--- src/rtl/dvs_event_assembler.sv ---
// dvs_event_assembler: pairs AER X words with the latest Y row into a FWFT event FIFO.
// Optional row timestamps are enabled by defining DVS_EVT_TIMESTAMP_EN.
module dvs_event_assembler #(
  parameter int DEPTH = 8,
  parameter int CNT_W = 16,
  parameter int TS_W = 16,
  localparam int AW = $clog2(DEPTH),
  localparam int LW = AW + 1,
`ifdef DVS_EVT_TIMESTAMP_EN
  localparam int EW = 20 + TS_W
`else
  localparam int EW = 20 + 0 * TS_W
`endif
) (
  input  logic             clk,
  input  logic             rst_n,
  input  logic             rx_valid,
  input  logic [9:0]       rx_word,
  input  logic             rx_xsel,
  output logic             evt_valid,
  input  logic             evt_ready,
  output logic [EW-1:0]    evt_data,
  output logic [CNT_W-1:0] drop_cnt,
  output logic [CNT_W-1:0] orphan_cnt,
  output logic [LW-1:0]    fifo_level
);
  typedef enum logic {NO_ROW, ROW_VALID} row_state_t;
  row_state_t state;
  logic [9:0] row_y;
  logic [EW-1:0] mem [DEPTH];
  logic [AW-1:0] rd_ptr, wr_ptr;
  logic [EW-1:0] evt;
  logic is_x, is_y, pop, full, want, push, drop, orphan;
  assign is_x = rx_valid & rx_xsel;
  assign is_y = rx_valid & ~rx_xsel;
  assign evt_valid = fifo_level != '0;
  assign pop = evt_valid & evt_ready;
  assign full = fifo_level == LW'(DEPTH);
  assign want = is_x & (state == ROW_VALID);
  // a full FIFO still takes the push when the head leaves in the same cycle
  assign push = want & (~full | pop);
  assign drop = want & full & ~pop;
  assign orphan = is_x & (state == NO_ROW);
  assign evt_data = evt_valid ? mem[rd_ptr] : '0;
`ifdef DVS_EVT_TIMESTAMP_EN
  logic [TS_W-1:0] ts_cnt, row_ts;
  assign evt = {row_ts, row_y, rx_word};
  always_ff @(posedge clk)
    if (!rst_n) begin
      ts_cnt <= '0;
      row_ts <= '0;
    end else begin
      ts_cnt <= ts_cnt + TS_W'(1);
      if (is_y) row_ts <= ts_cnt;
    end
`else
  assign evt = {row_y, rx_word};
`endif
  always_ff @(posedge clk)
    if (!rst_n) begin
      state <= NO_ROW;
      row_y <= '0;
    end else if (is_y) begin
      state <= ROW_VALID;
      row_y <= rx_word;
    end
  always_ff @(posedge clk)
    if (push) mem[wr_ptr] <= evt;
  always_ff @(posedge clk)
    if (!rst_n) begin
      rd_ptr <= '0;
      wr_ptr <= '0;
      fifo_level <= '0;
      drop_cnt <= '0;
      orphan_cnt <= '0;
    end else begin
      rd_ptr <= rd_ptr + AW'(pop);
      wr_ptr <= wr_ptr + AW'(push);
      fifo_level <= fifo_level + LW'(push) - LW'(pop);
      drop_cnt <= drop_cnt + CNT_W'(drop && !(&drop_cnt));
      orphan_cnt <= orphan_cnt + CNT_W'(orphan && !(&orphan_cnt));
    end
endmodule

--- config.mk ---
export PLATFORM = sky130hd
export DESIGN_NAME = dvs_event_assembler
export DESIGN_NICKNAME = d
export VERILOG_FILES = /design/src/rtl/dvs_event_assembler.sv
export SDC_FILE = /design/constraint.sdc
export NUM_CORES = 1
export LEC_CHECK = 0
export CAP_MARGIN = 20
export CORE_ASPECT_RATIO = 0.9
export CORE_MARGIN = 1
export CORE_UTILIZATION = 25
export CTS_CLUSTER_DIAMETER = 40
export DETAILED_ROUTE_END_ITERATION = 6
export PLACE_DENSITY = 0.42
export SYNTH_ARGS = -nofsm -noshare
export SYNTH_HDL_FRONTEND = slang
export SYNTH_SLANG_ARGS = --single-unit
--- constraint.sdc ---
create_clock -name clk -period 3.81 [get_ports clk]
set_input_delay 0.9525 -clock clk [delete_from_list [all_inputs] [get_ports clk]]
set_output_delay 0.9525 -clock clk [all_outputs]
set_load 0.05 [all_outputs]
# == Word-level counts from Yosys, hierarchy flattened ==
# Memories as Yosys holds them, arrays and structs flattened. A register that Yosys moved wholly into a read port is not among the register bits.
# Cells that the tools add are included.
# word_totals
regBits,53
mem_bits_rw,160
output_inout_bits,57
n_memories,1
# op_classes
addsub,6
eq_ne,1
n_mux,4
bitwise,13
n_reduce_logical,7
# memory_table
name,words,width,rd,rd_ports_with_merged_regs,wr,line_no,rtl
mem,8,20,1,1,1,30,logic [EW-1:0] mem [DEPTH];
# ops
op,n
adder 16 x 1 -> 16 bit,2
AND reduction 16 bit,2
two-way mux 20 bit,1
bitwise AND 1 bit,8
adder 3 x 1 -> 3 bit,2
adder 4 x 1 -> 4 bit,1
equality test 4 bit (second input constant),1
NOT 1 bit,4
nonzero test 4 bit,1
subtractor 4 x 1 -> 4 bit,1
two-way mux 3 bit,1
logical AND 1 bit,2
logical NOT 1 bit,2
two-way mux 1 bit,2
OR 1 bit,1

# == Logic depth before layout (Yosys ltp) ==
# Gate-level depths: netlist of run 1.
# logic_depth
word_depth,6
mapped_depth,12
ltp_nobuf,12

# == Least setup slack after synthesis of run 1 ==
# Ideal clock, no wire load.
# synth_timing
kind,flip-flop to flip-flop
startpoint,register fifo_level[2]
endpoint,"memory mem[2][0] (netlist name), enable pin"
setup_time_ns,0.427
arrival_ns,3.140
t_required_ns,3.383
setup_slack_ns,0.243
stages_incl_launch_ff,7
synth_period_minus_slack_ns,3.567
path_cell_list,dfxtp_1 inv_1 ha_1 nand2b_1 a31oi_1 nand2b_1 nor3b_1
# synth_via
elab_chain_len,6
elab_cells_between_ends,8
cone_classes,eq/ne: 1; mux: 2; bitwise: 4; reduce/logical: 1
# synth_lines
element,line_no,rtl
"start, declared",25,output logic [LW-1:0] fifo_level
"start signal, assigned",79,fifo_level <= fifo_level + LW'(push) - LW'(pop);
nonzero test 4 bit or equality test 4 bit (tied branches),"36, 38",
bitwise AND 1 bit or NOT 1 bit (tied branches),"37, 41",
OR 1 bit *,41,assign push = want & (~full | pop);
bitwise AND 1 bit *,41,
two-way mux 1 bit *,68,if (push) mem[wr_ptr] <= evt;
two-way mux 1 bit (implied by the code) *,68,
"end, declared",30,
# Mark *: on every way between the ends. The rest lies on a longest branch, timed or not.

==> metrics.txt, run 1 <==
# TYPE chip_impl_metric gauge
chip_impl_metric{name="floorplan.die.width",unit="um"} 197.0
chip_impl_metric{name="worstHoldPathCells",unit=""} 1
chip_impl_metric{name="synth.net_count",unit=""} 538
chip_impl_metric{name="drc_errors",unit=""} 0
chip_impl_info{name="outcome",value="finished, final reports clean"} 1
chip_impl_metric{name="grt_first_pass_wirelength",unit="um"} 30650
chip_impl_info{name="worstReg2RegEnd",value="fifo_level[2]$_SDFF_PN0_"} 1
chip_impl_info{name="whs_endpoint",value="state$_SDFFE_PN0P_"} 1
chip_impl_metric{name="measured_slew_at_the_worst_slew_check_pin",unit="ps"} 625.2
chip_impl_metric{name="hold_viol",unit=""} 0
chip_impl_metric{name="relSlewSlack",unit="%"} 58.19
chip_impl_metric{name="fraction_of_synthesized_cell_area_taken_by_the_top_area_cell_type",unit="%"} 56.15
chip_impl_metric{name="grt_remaining_overflow",unit=""} 0
chip_impl_info{name="crit_chain",value="buf_12 > mux4_1 > a22o_1 > buf_4"} 1
chip_impl_metric{name="grt_max_degree",unit=""} 26
chip_impl_metric{name="cts-root-to-sink-buffers",unit=""} 3
chip_impl_metric{name="setup-tns-final",unit="ps"} 0
chip_impl_metric{name="footprint_of_the_multi_input_gates",unit="sq mm"} 0.002576
chip_impl_metric{name="global_route.usage.total",unit="%"} 11.68
chip_impl_metric{name="crit_fanout",unit=""} 14
chip_impl_info{name="cpMaxStageDelayCell",value="sky130_fd_sc_hd__dfxtp_2"} 1
chip_impl_metric{name="row_count",unit=""} 63
chip_impl_info{name="r2r-start",value="fifo_level[2]$_SDFF_PN0_"} 1
chip_impl_metric{name="gp_routability_congestion",unit=""} 0.7560
chip_impl_info{name="yosys.cell_count.top_type",value="sky130_fd_sc_hd__edfxtp_1"} 1
chip_impl_metric{name="achievable-frequency",unit="MHz"} 289.5
chip_impl_metric{name="cts.sink_count",unit=""} 213
chip_impl_metric{name="dpl-instance-area",unit="sq mm"} 0.009873
chip_impl_info{name="tritoncts_clock_tree",value="built"} 1
chip_impl_info{name="root_buffer",value="sky130_fd_sc_hd__clkbuf_16"} 1
chip_impl_metric{name="data_required_time_at_the_worst_endpoint",unit="ps"} 2860
chip_impl_metric{name="drt.antenna.violating_nets",unit=""} 0
chip_impl_info{name="holdCritPathClass",value="flip-flop to flip-flop"} 1
chip_impl_metric{name="cts.clk_slew.worst_paths",unit="ps"} 50
chip_impl_info{name="ys_dominant_reg_cell",value="sky130_fd_sc_hd__edfxtp_1"} 1
chip_impl_metric{name="synth_edf_count",unit=""} 160
chip_impl_metric{name="cts-resized-gates",unit=""} 0
chip_impl_metric{name="start_util",unit="%"} 25.66
chip_impl_info{name="synth_top_cells_by_area",value="sky130_fd_sc_hd__edfxtp_1 56%, sky130_fd_sc_hd__dfxtp_1 12%, sky130_fd_sc_hd__mux4_2 7.4%, sky130_fd_sc_hd__mux4_1 3.7%, sky130_fd_sc_hd__and2_1 2.8%"} 1
chip_impl_info{name="criticalPathCategory",value="flip-flop to output port"} 1
chip_impl_metric{name="nets",unit=""} 641
chip_impl_metric{name="timing.final.setup_violations",unit=""} 0
chip_impl_metric{name="power_per_cell_area",unit="mW/mm^2"} 697.7
chip_impl_metric{name="cells_after_synthesis",unit=""} 507
chip_impl_metric{name="peakVddDrop",unit="mV"} 0.2991
chip_impl_metric{name="drt-pass1-iter-count",unit=""} 5
chip_impl_metric{name="share_of_post_route_cells_with_drive_strength_above_1",unit="%"} 23.11
chip_impl_metric{name="slowest_delay",unit="ps"} 720
chip_impl_metric{name="worstPathArrival",unit="ps"} 2500
chip_impl_metric{name="yosys_warning_count",unit=""} 0
chip_impl_metric{name="post_cts_hold_buffers",unit=""} 0
chip_impl_info{name="hp-start",value="state$_SDFFE_PN0P_"} 1
chip_impl_metric{name="hpwlAfterDp",unit="um"} 11520
chip_impl_metric{name="place.port_buffers",unit=""} 71
chip_impl_metric{name="final_period_minus_worst_setup_slack",unit="ps"} 3454
chip_impl_metric{name="total_length_of_routed_wires",unit="um"} 19650
chip_impl_metric{name="fin_skew",unit="ps"} 12.77
chip_impl_info{name="nature_of_the_critical_path_startpoint",value="flip-flop"} 1
chip_impl_metric{name="drt-vias-per-instance",unit=""} 4.357
chip_impl_metric{name="post_synth_instance_area",unit="sq mm"} 0.008557
chip_impl_info{name="yosysTopAreaCell",value="sky130_fd_sc_hd__edfxtp_1"} 1
chip_impl_metric{name="cts_htree_levels",unit=""} 2
chip_impl_metric{name="cellLeakagePower",unit="nW"} 3.891
chip_impl_metric{name="post_drt_wl_per_cell",unit="um"} 18.01
chip_impl_metric{name="post_cts_setup_repair_buffer_count",unit=""} 0
chip_impl_metric{name="post-route-period-util",unit="%"} 90.65
chip_impl_metric{name="ioPinCount",unit=""} 72
chip_impl_metric{name="yosysUniqueCellTypes",unit=""} 43
chip_impl_metric{name="antenna-diode-count",unit=""} 0
chip_impl_metric{name="fillCellCount",unit=""} 3216
chip_impl_info{name="unrepaired_setup_endpoints_after_global_routing",value="false"} 1
chip_impl_metric{name="seqCellArea",unit="sq mm"} 0.005868
chip_impl_metric{name="clk_latency",unit="ps"} 500
chip_impl_info{name="setup.worst_path.end_class",value="output port"} 1
chip_impl_metric{name="finalInstanceArea",unit="sq mm"} 0.01115
chip_impl_metric{name="timing.max_cap.violations",unit=""} 0
chip_impl_info{name="synth.top_cells.by_count",value="160 x sky130_fd_sc_hd__edfxtp_1, 53 x sky130_fd_sc_hd__dfxtp_1, 38 x sky130_fd_sc_hd__and2_1, 35 x sky130_fd_sc_hd__nand2_1, 28 x sky130_fd_sc_hd__mux4_2"} 1
chip_impl_metric{name="via_count",unit=""} 4753
chip_impl_metric{name="synthesis.area_per_instance",unit="sq um"} 16.88
chip_impl_metric{name="ys_seq_area_share",unit="%"} 68.55
chip_impl_metric{name="postSynth.asyncResetShare",unit="%"} 0
chip_impl_metric{name="pins_over_slew_limit",unit=""} 0
chip_impl_metric{name="r2r_setup_slack",unit="ps"} 1280
chip_impl_metric{name="area_growth_syn_to_layout",unit="%"} 30.27
chip_impl_metric{name="design.core.area",unit="sq mm"} 0.03334
chip_impl_metric{name="die_area",unit="sq mm"} 0.03497
chip_impl_metric{name="numCtsBuffers",unit=""} 34
chip_impl_metric{name="ff2ff_path_depth",unit=""} 13
chip_impl_metric{name="drt_first_iter_violations",unit=""} 174
chip_impl_metric{name="antenna_found_initial",unit=""} 0
chip_impl_metric{name="first_global_vias",unit=""} 5222
chip_impl_metric{name="postSynthRegisterBits",unit=""} 213
chip_impl_metric{name="die-height",unit="um"} 177.5
==> cells in the final DEF, fill, tap and decap left out, types with 3 or more instances in the layout <==
cell,synthesis,routed
sky130_fd_sc_hd__nor3b_2,0,4
sky130_fd_sc_hd__nand4_1,7,7
sky130_fd_sc_hd__clkinv_4,0,5
sky130_fd_sc_hd__xor2_1,16,16
sky130_fd_sc_hd__a21boi_0,10,10
sky130_fd_sc_hd__inv_1,7,7
sky130_fd_sc_hd__o21ai_0,3,3
sky130_fd_sc_hd__nor4_1,4,4
sky130_fd_sc_hd__clkbuf_16,0,37
sky130_fd_sc_hd__a22o_1,20,20
sky130_fd_sc_hd__xnor2_1,11,11
sky130_fd_sc_hd__nor3_1,7,5
sky130_fd_sc_hd__nand2b_1,5,5
sky130_fd_sc_hd__nor3_2,1,3
sky130_fd_sc_hd__clkbuf_8,0,3
sky130_fd_sc_hd__mux4_2,28,28
sky130_fd_sc_hd__bufinv_16,0,6
sky130_fd_sc_hd__ha_1,15,15
sky130_fd_sc_hd__nand2_1,35,35
sky130_fd_sc_hd__or3_1,3,3
sky130_fd_sc_hd__nor4_2,4,4
sky130_fd_sc_hd__mux4_1,12,12
sky130_fd_sc_hd__and3_1,3,3
sky130_fd_sc_hd__a21boi_1,3,3
sky130_fd_sc_hd__nand3_1,14,14
sky130_fd_sc_hd__nand4_2,3,3
sky130_fd_sc_hd__clkdlybuf4s50_1,0,51
sky130_fd_sc_hd__inv_6,0,4
sky130_fd_sc_hd__and2_1,38,38
sky130_fd_sc_hd__buf_12,0,3
sky130_fd_sc_hd__buf_4,0,35
sky130_fd_sc_hd__edfxtp_1,160,160
sky130_fd_sc_hd__dfxtp_1,53,51
==> cell type report <==
type / instances / area share (%)
repair buffers: 89 / 7.476
inverters: 7 / 0.2357
flip-flops and latches: 213 / 52.64
well taps: 455 / 5.107
multi-input cells: 265 / 23.11
clock inverters: 20 / 2.683
clock buffers: 42 / 8.744
==> sequential cells by signal, indices dropped and copies added, names as in the netlist <==
name        flops
drop_cnt       16
fifo_level      4
mem           160
orphan_cnt     16
rd_ptr          3
row_y          10
state           1
wr_ptr          3
==> stage by stage <==
step / hold WS, ps / cells / setup WS [ps] / total power (W) / util [%]
2_1_floorplan: 463.6 / 507 / 243.3 / 0.003935 / -
3_3_place_gp: 483.7 / 1029 / 586.2 / 0.004483 / 29.61
3_5_place_dp: 491.0 / 1029 / 534.3 / 0.004488 / 29.61
4_1_cts: 502.2 / 1091 / 284.8 / 0.007909 / 33.43
5_1_grt: 522.5 / 1091 / 195.8 / 0.008086 / 33.43
6_report: 500.1 / 1091 / 356.2 / 0.007777 / 33.43
==> critical path: cells and delay by family (launching register included) <==
| kind | cells | cell delay [ps] |
|---|---|---|
| AO/OA/AOI/OAI | 1 | 240 |
| buffers and inverters | 2 | 460 |
| flip-flops | 1 | 720 |
| multiplexers | 1 | 580 |
==> logic make-up (layout without fill, tap and decap cells) <==
logic type / Yosys count / in the layout / synth area share (%)
xor gates and xnor gates: 27 / 27 / 2.763
adders and majority gates: 16 / 16 / 2.427
buffers and inverters: 29 / 158 / 1.799
muxes: 41 / 41 / 11.17
and+or+nand+nor: 137 / 137 / 9.270
DFF: 213 / 213 / 68.55
AOI/OAI and AO/OA: 44 / 44 / 4.021
==> worst max-delay path by stage <==
stage / start / cells after the start / slack [ps] / to
6_report: rd_ptr[0]$_SDFF_PN0_ / 4 / 360 / evt_data[13]
5_1_grt: rd_ptr[0]$_SDFF_PN0_ / 4 / 200 / evt_data[13]
4_1_cts: rd_ptr[0]$_SDFF_PN0_ / 4 / 280 / evt_data[13]
3_5_place_dp: rx_valid / 12 / 530 / fifo_level[2]$_SDFF_PN0_
3_3_place_gp: rx_xsel / 12 / 590 / fifo_level[2]$_SDFF_PN0_
2_1_floorplan: fifo_level[2]$_SDFF_PN0_ / 6 / 240 / mem[2][0]$_DFFE_PP_
==> per-layer routing <==
metal	track usage, %	share of wire (%)	up-vias
li1	-	-	2186
met1	15.85	47	2399
met2	18.40	45	135
met3	2.661	5.4	33
met4	3.876	2.1	0
met5	0	0	-
==> power by group <==
group	total (W)	switching, W	internal [W]
logic	0.00177	0.00107	0.000704
clock network	0.00337	0.00112	0.00226
registers	0.00263	0.000100	0.00253
total	0.00778	0.00228	0.00549
Power figures use the tool's default switching activity.
==> run 2, diff against run 1 <==
--- a/config.mk
+++ b/config.mk
@@ -8,10 +8,10 @@
 export CAP_MARGIN = 20
 export CORE_ASPECT_RATIO = 0.9
 export CORE_MARGIN = 1
-export CORE_UTILIZATION = 25
+export CORE_UTILIZATION = 50
 export CTS_CLUSTER_DIAMETER = 40
 export DETAILED_ROUTE_END_ITERATION = 6
-export PLACE_DENSITY = 0.42
+export PLACE_DENSITY = 0.74
 export SYNTH_ARGS = -nofsm -noshare
 export SYNTH_HDL_FRONTEND = slang
 export SYNTH_SLANG_ARGS = --single-unit
==> constraint.sdc (replaced) <==
create_clock -name clk -period 3.08 [get_ports clk]
set_input_delay 0.77 -clock clk [delete_from_list [all_inputs] [get_ports clk]]
set_output_delay 0.77 -clock clk [all_outputs]
set_load 0.05 [all_outputs]
==> run 2 against run 1 <==
Power grew 6.9%. First-iteration DRC count rose by 29%. Clock skew down 0.61 ps. Via count decreased by 1.2%. Critical path depth up 1. Non-clock buffer count is 5 higher. Global-route usage grew 7.9 points. Utilization increased by 31 points. Hold slack got worse by 3.0 ps. Cell count down 24%. Routed wire length down 15%. Register-to-register slack got worse by 640 ps. Critical path type unchanged.
==> metrics.txt, run 2 (synthesis results as in run 1) <==
# TYPE chip_impl_metric gauge
chip_impl_info{name="root_buffer",value="sky130_fd_sc_hd__clkbuf_16"} 1
chip_impl_info{name="r2r-start",value="fifo_level[2]$_SDFF_PN0_"} 1
chip_impl_metric{name="hpwlAfterDp",unit="um"} 10060
chip_impl_metric{name="final_period_minus_worst_setup_slack",unit="ps"} 2953
chip_impl_metric{name="largest_register_ffs",unit=""} 160
chip_impl_metric{name="drt-pass1-iter-count",unit=""} 4
chip_impl_metric{name="met1_usage",unit="%"} 25.48
chip_impl_metric{name="grt_first_pass_wirelength",unit="um"} 26380
chip_impl_metric{name="ioPinCount",unit=""} 72
chip_impl_metric{name="r2r_setup_slack",unit="ps"} 640
chip_impl_info{name="globalRoute.busiestLayer",value="met2"} 1
chip_impl_metric{name="gr-usage-met2",unit="%"} 33.24
chip_impl_metric{name="fillCellCount",unit=""} 1170
chip_impl_info{name="max_flop_register",value="mem"} 1
chip_impl_metric{name="pins_over_slew_limit",unit=""} 0
chip_impl_metric{name="achievable-frequency",unit="MHz"} 338.7
chip_impl_metric{name="row_count",unit=""} 44
chip_impl_metric{name="preCtsSetupSlack",unit="ps"} 79.53
chip_impl_info{name="tritoncts_clock_tree",value="built"} 1
chip_impl_metric{name="antenna-diode-count",unit=""} 0
chip_impl_metric{name="cts_htree_levels",unit=""} 1
chip_impl_metric{name="drt_first_iter_violations",unit=""} 224
chip_impl_metric{name="die_area",unit="sq mm"} 0.01764
chip_impl_metric{name="cts.sink_count",unit=""} 213
chip_impl_metric{name="drt.antenna.violating_nets",unit=""} 0
chip_impl_metric{name="clk_latency",unit="ps"} 510
chip_impl_metric{name="via_count",unit=""} 4696
chip_impl_metric{name="grt_max_degree",unit=""} 41
chip_impl_metric{name="cellLeakagePower",unit="nW"} 3.718
chip_impl_metric{name="gp_routability_congestion",unit=""} 0.8225
chip_impl_metric{name="fin_skew",unit="ps"} 12.16
chip_impl_metric{name="numCtsBuffers",unit=""} 26
chip_impl_metric{name="peakVddDrop",unit="mV"} 0.5833
chip_impl_metric{name="share_of_post_route_cells_with_drive_strength_above_1",unit="%"} 24.76
chip_impl_metric{name="design.core.area",unit="sq mm"} 0.01641
chip_impl_info{name="nature_of_the_critical_path_startpoint",value="flip-flop"} 1
chip_impl_info{name="holdCritPathClass",value="flip-flop to flip-flop"} 1
chip_impl_metric{name="ff2ff_path_depth",unit=""} 12
chip_impl_metric{name="power_per_cell_area",unit="mW/mm^2"} 790.3
chip_impl_metric{name="first_global_vias",unit=""} 4950
chip_impl_metric{name="timing.max_cap.violations",unit=""} 0
chip_impl_metric{name="grt_remaining_overflow",unit=""} 0
chip_impl_info{name="worstReg2RegEnd",value="drop_cnt[14]$_SDFF_PN0_"} 1
chip_impl_metric{name="start_util",unit="%"} 52.16
chip_impl_metric{name="total_length_of_routed_wires",unit="um"} 16800
chip_impl_metric{name="measured_slew_at_the_worst_slew_check_pin",unit="ps"} 550.2
chip_impl_metric{name="worst_slack_setup_final",unit="ps"} 127.2
chip_impl_info{name="crit_path_end",value="evt_data[10]"} 1
chip_impl_metric{name="post_drt_wl_per_cell",unit="um"} 20.17
chip_impl_metric{name="cts.clk_slew.worst_paths",unit="ps"} 60
chip_impl_info{name="layout_common_cells",value="160 x sky130_fd_sc_hd__edfxtp_1, 52 x sky130_fd_sc_hd__dfxtp_1, 51 x sky130_fd_sc_hd__clkdlybuf4s50_1"} 1
chip_impl_info{name="outcome",value="finished, final reports clean"} 1
chip_impl_metric{name="worstPathArrival",unit="ps"} 2180
chip_impl_info{name="setup.worst_path.end_class",value="output port"} 1
chip_impl_metric{name="place.port_buffers",unit=""} 71
chip_impl_metric{name="crit_fanout",unit=""} 18
chip_impl_metric{name="hold_viol",unit=""} 0
chip_impl_metric{name="area_growth_syn_to_layout",unit="%"} 22.94
chip_impl_metric{name="data_required_time_at_the_worst_endpoint",unit="ps"} 2310
chip_impl_info{name="reg_top3",value="mem (160), drop_cnt (16), orphan_cnt (16)"} 1
chip_impl_metric{name="floorplan.die.width",unit="um"} 139.9
chip_impl_info{name="unrepaired_setup_endpoints_after_global_routing",value="false"} 1
chip_impl_metric{name="cts-root-to-sink-buffers",unit=""} 3
chip_impl_info{name="criticalPathCategory",value="flip-flop to output port"} 1
chip_impl_metric{name="antenna_found_initial",unit=""} 0
chip_impl_metric{name="nets",unit=""} 638
chip_impl_info{name="cp-startpoint",value="rd_ptr[0]$_SDFF_PN0_"} 1
chip_impl_metric{name="globalRouteMet3Util",unit="%"} 3.916
chip_impl_metric{name="post-route-period-util",unit="%"} 95.87
chip_impl_metric{name="global_route.usage.total",unit="%"} 19.56
chip_impl_metric{name="post_cts_hold_buffers",unit=""} 0
chip_impl_metric{name="drc_errors",unit=""} 0
chip_impl_metric{name="relSlewSlack",unit="%"} 63.20
chip_impl_metric{name="setup-tns-final",unit="ps"} 0
chip_impl_info{name="layout_commonest_cell",value="sky130_fd_sc_hd__edfxtp_1"} 1
chip_impl_metric{name="timing.final.setup_violations",unit=""} 0
chip_impl_metric{name="die-height",unit="um"} 126.1
chip_impl_metric{name="drt-vias-per-instance",unit=""} 5.637
[run 2: cell types whose count changed in the layout (fill, tap and decap cells not counted), sizes merged]
cell	change
buf	+5
bufinv	-6
clkbuf	-11
clkinv	-3
clkinvlp	+2
inv	+3
[run 2: layout make-up]
cell class	count	area, sq um	share of cell area, %
flip-flops and latches	213	5869	55.79
multi-input cells	265	2606	24.77
repair buffers	94	933.4	8.872
clock buffers	31	690.7	6.565
well taps	207	259.0	2.462
clock inverters	16	135.1	1.284
inverters	7	26.28	0.2498
[run 2: stage by stage]
stage / area (sq um) / std cells / utilization, % / total power [W] / hold slack, ps
floorplan: 8612 / 507 / - / 0.004908 / 463.6
global placement: 9649 / 781 / 58.82 / 0.005442 / 471.1
detailed placement: 9649 / 781 / 58.82 / 0.005483 / 481.9
CTS: 10480 / 828 / 63.87 / 0.008346 / 493.3
global route: 10520 / 833 / 64.12 / 0.008623 / 526.0
finish: 10520 / 833 / 64.12 / 0.008314 / 497.1
[run 2: per-layer routing]
| layer | vias to the layer above | routed length [um] |
|---|---|---|
| li1 | 2176 | - |
| met1 | 2370 | 7379 |
| met2 | 124 | 8265 |
| met3 | 26 | 816 |
| met4 | 0 | 338 |
| met5 | - | 0 |
[run 2: timing repair]
action,4_1_cts,5_1_grt
setup endpoints to repair,20,20
gates resized for setup,2,2
endpoints found under the hold margin,0,0
buffers inserted,0,5
[run 2: worst min path at each step]
stage,from,end,cells past startpoint
finish,orphan_cnt[15]$_SDFF_PN0_,orphan_cnt[15]$_SDFF_PN0_,2
global placement,orphan_cnt[15]$_SDFF_PN0_,orphan_cnt[15]$_SDFF_PN0_,2
global route,orphan_cnt[15]$_SDFF_PN0_,orphan_cnt[15]$_SDFF_PN0_,2
detailed placement,orphan_cnt[15]$_SDFF_PN0_,orphan_cnt[15]$_SDFF_PN0_,2
CTS,orphan_cnt[15]$_SDFF_PN0_,orphan_cnt[15]$_SDFF_PN0_,2
floorplan,state$_SDFFE_PN0P_,state$_SDFFE_PN0P_,1
[run 2: worst max-delay path, stage by stage, from the launching register on]
cell and delay (ps):
sky130_fd_sc_hd__dfxtp_4 420, sky130_fd_sc_hd__buf_12 200, sky130_fd_sc_hd__buf_4 140, sky130_fd_sc_hd__mux4_2 490
sky130_fd_sc_hd__a22o_2 220, sky130_fd_sc_hd__buf_4 180
[run 2: power by group]
part / internal, W / switching (W) / total (W)
Combinational: 0.000941 / 0.00132 / 0.00226
Clock: 0.00165 / 0.00120 / 0.00285
Sequential: 0.00313 / 0.0000669 / 0.00320
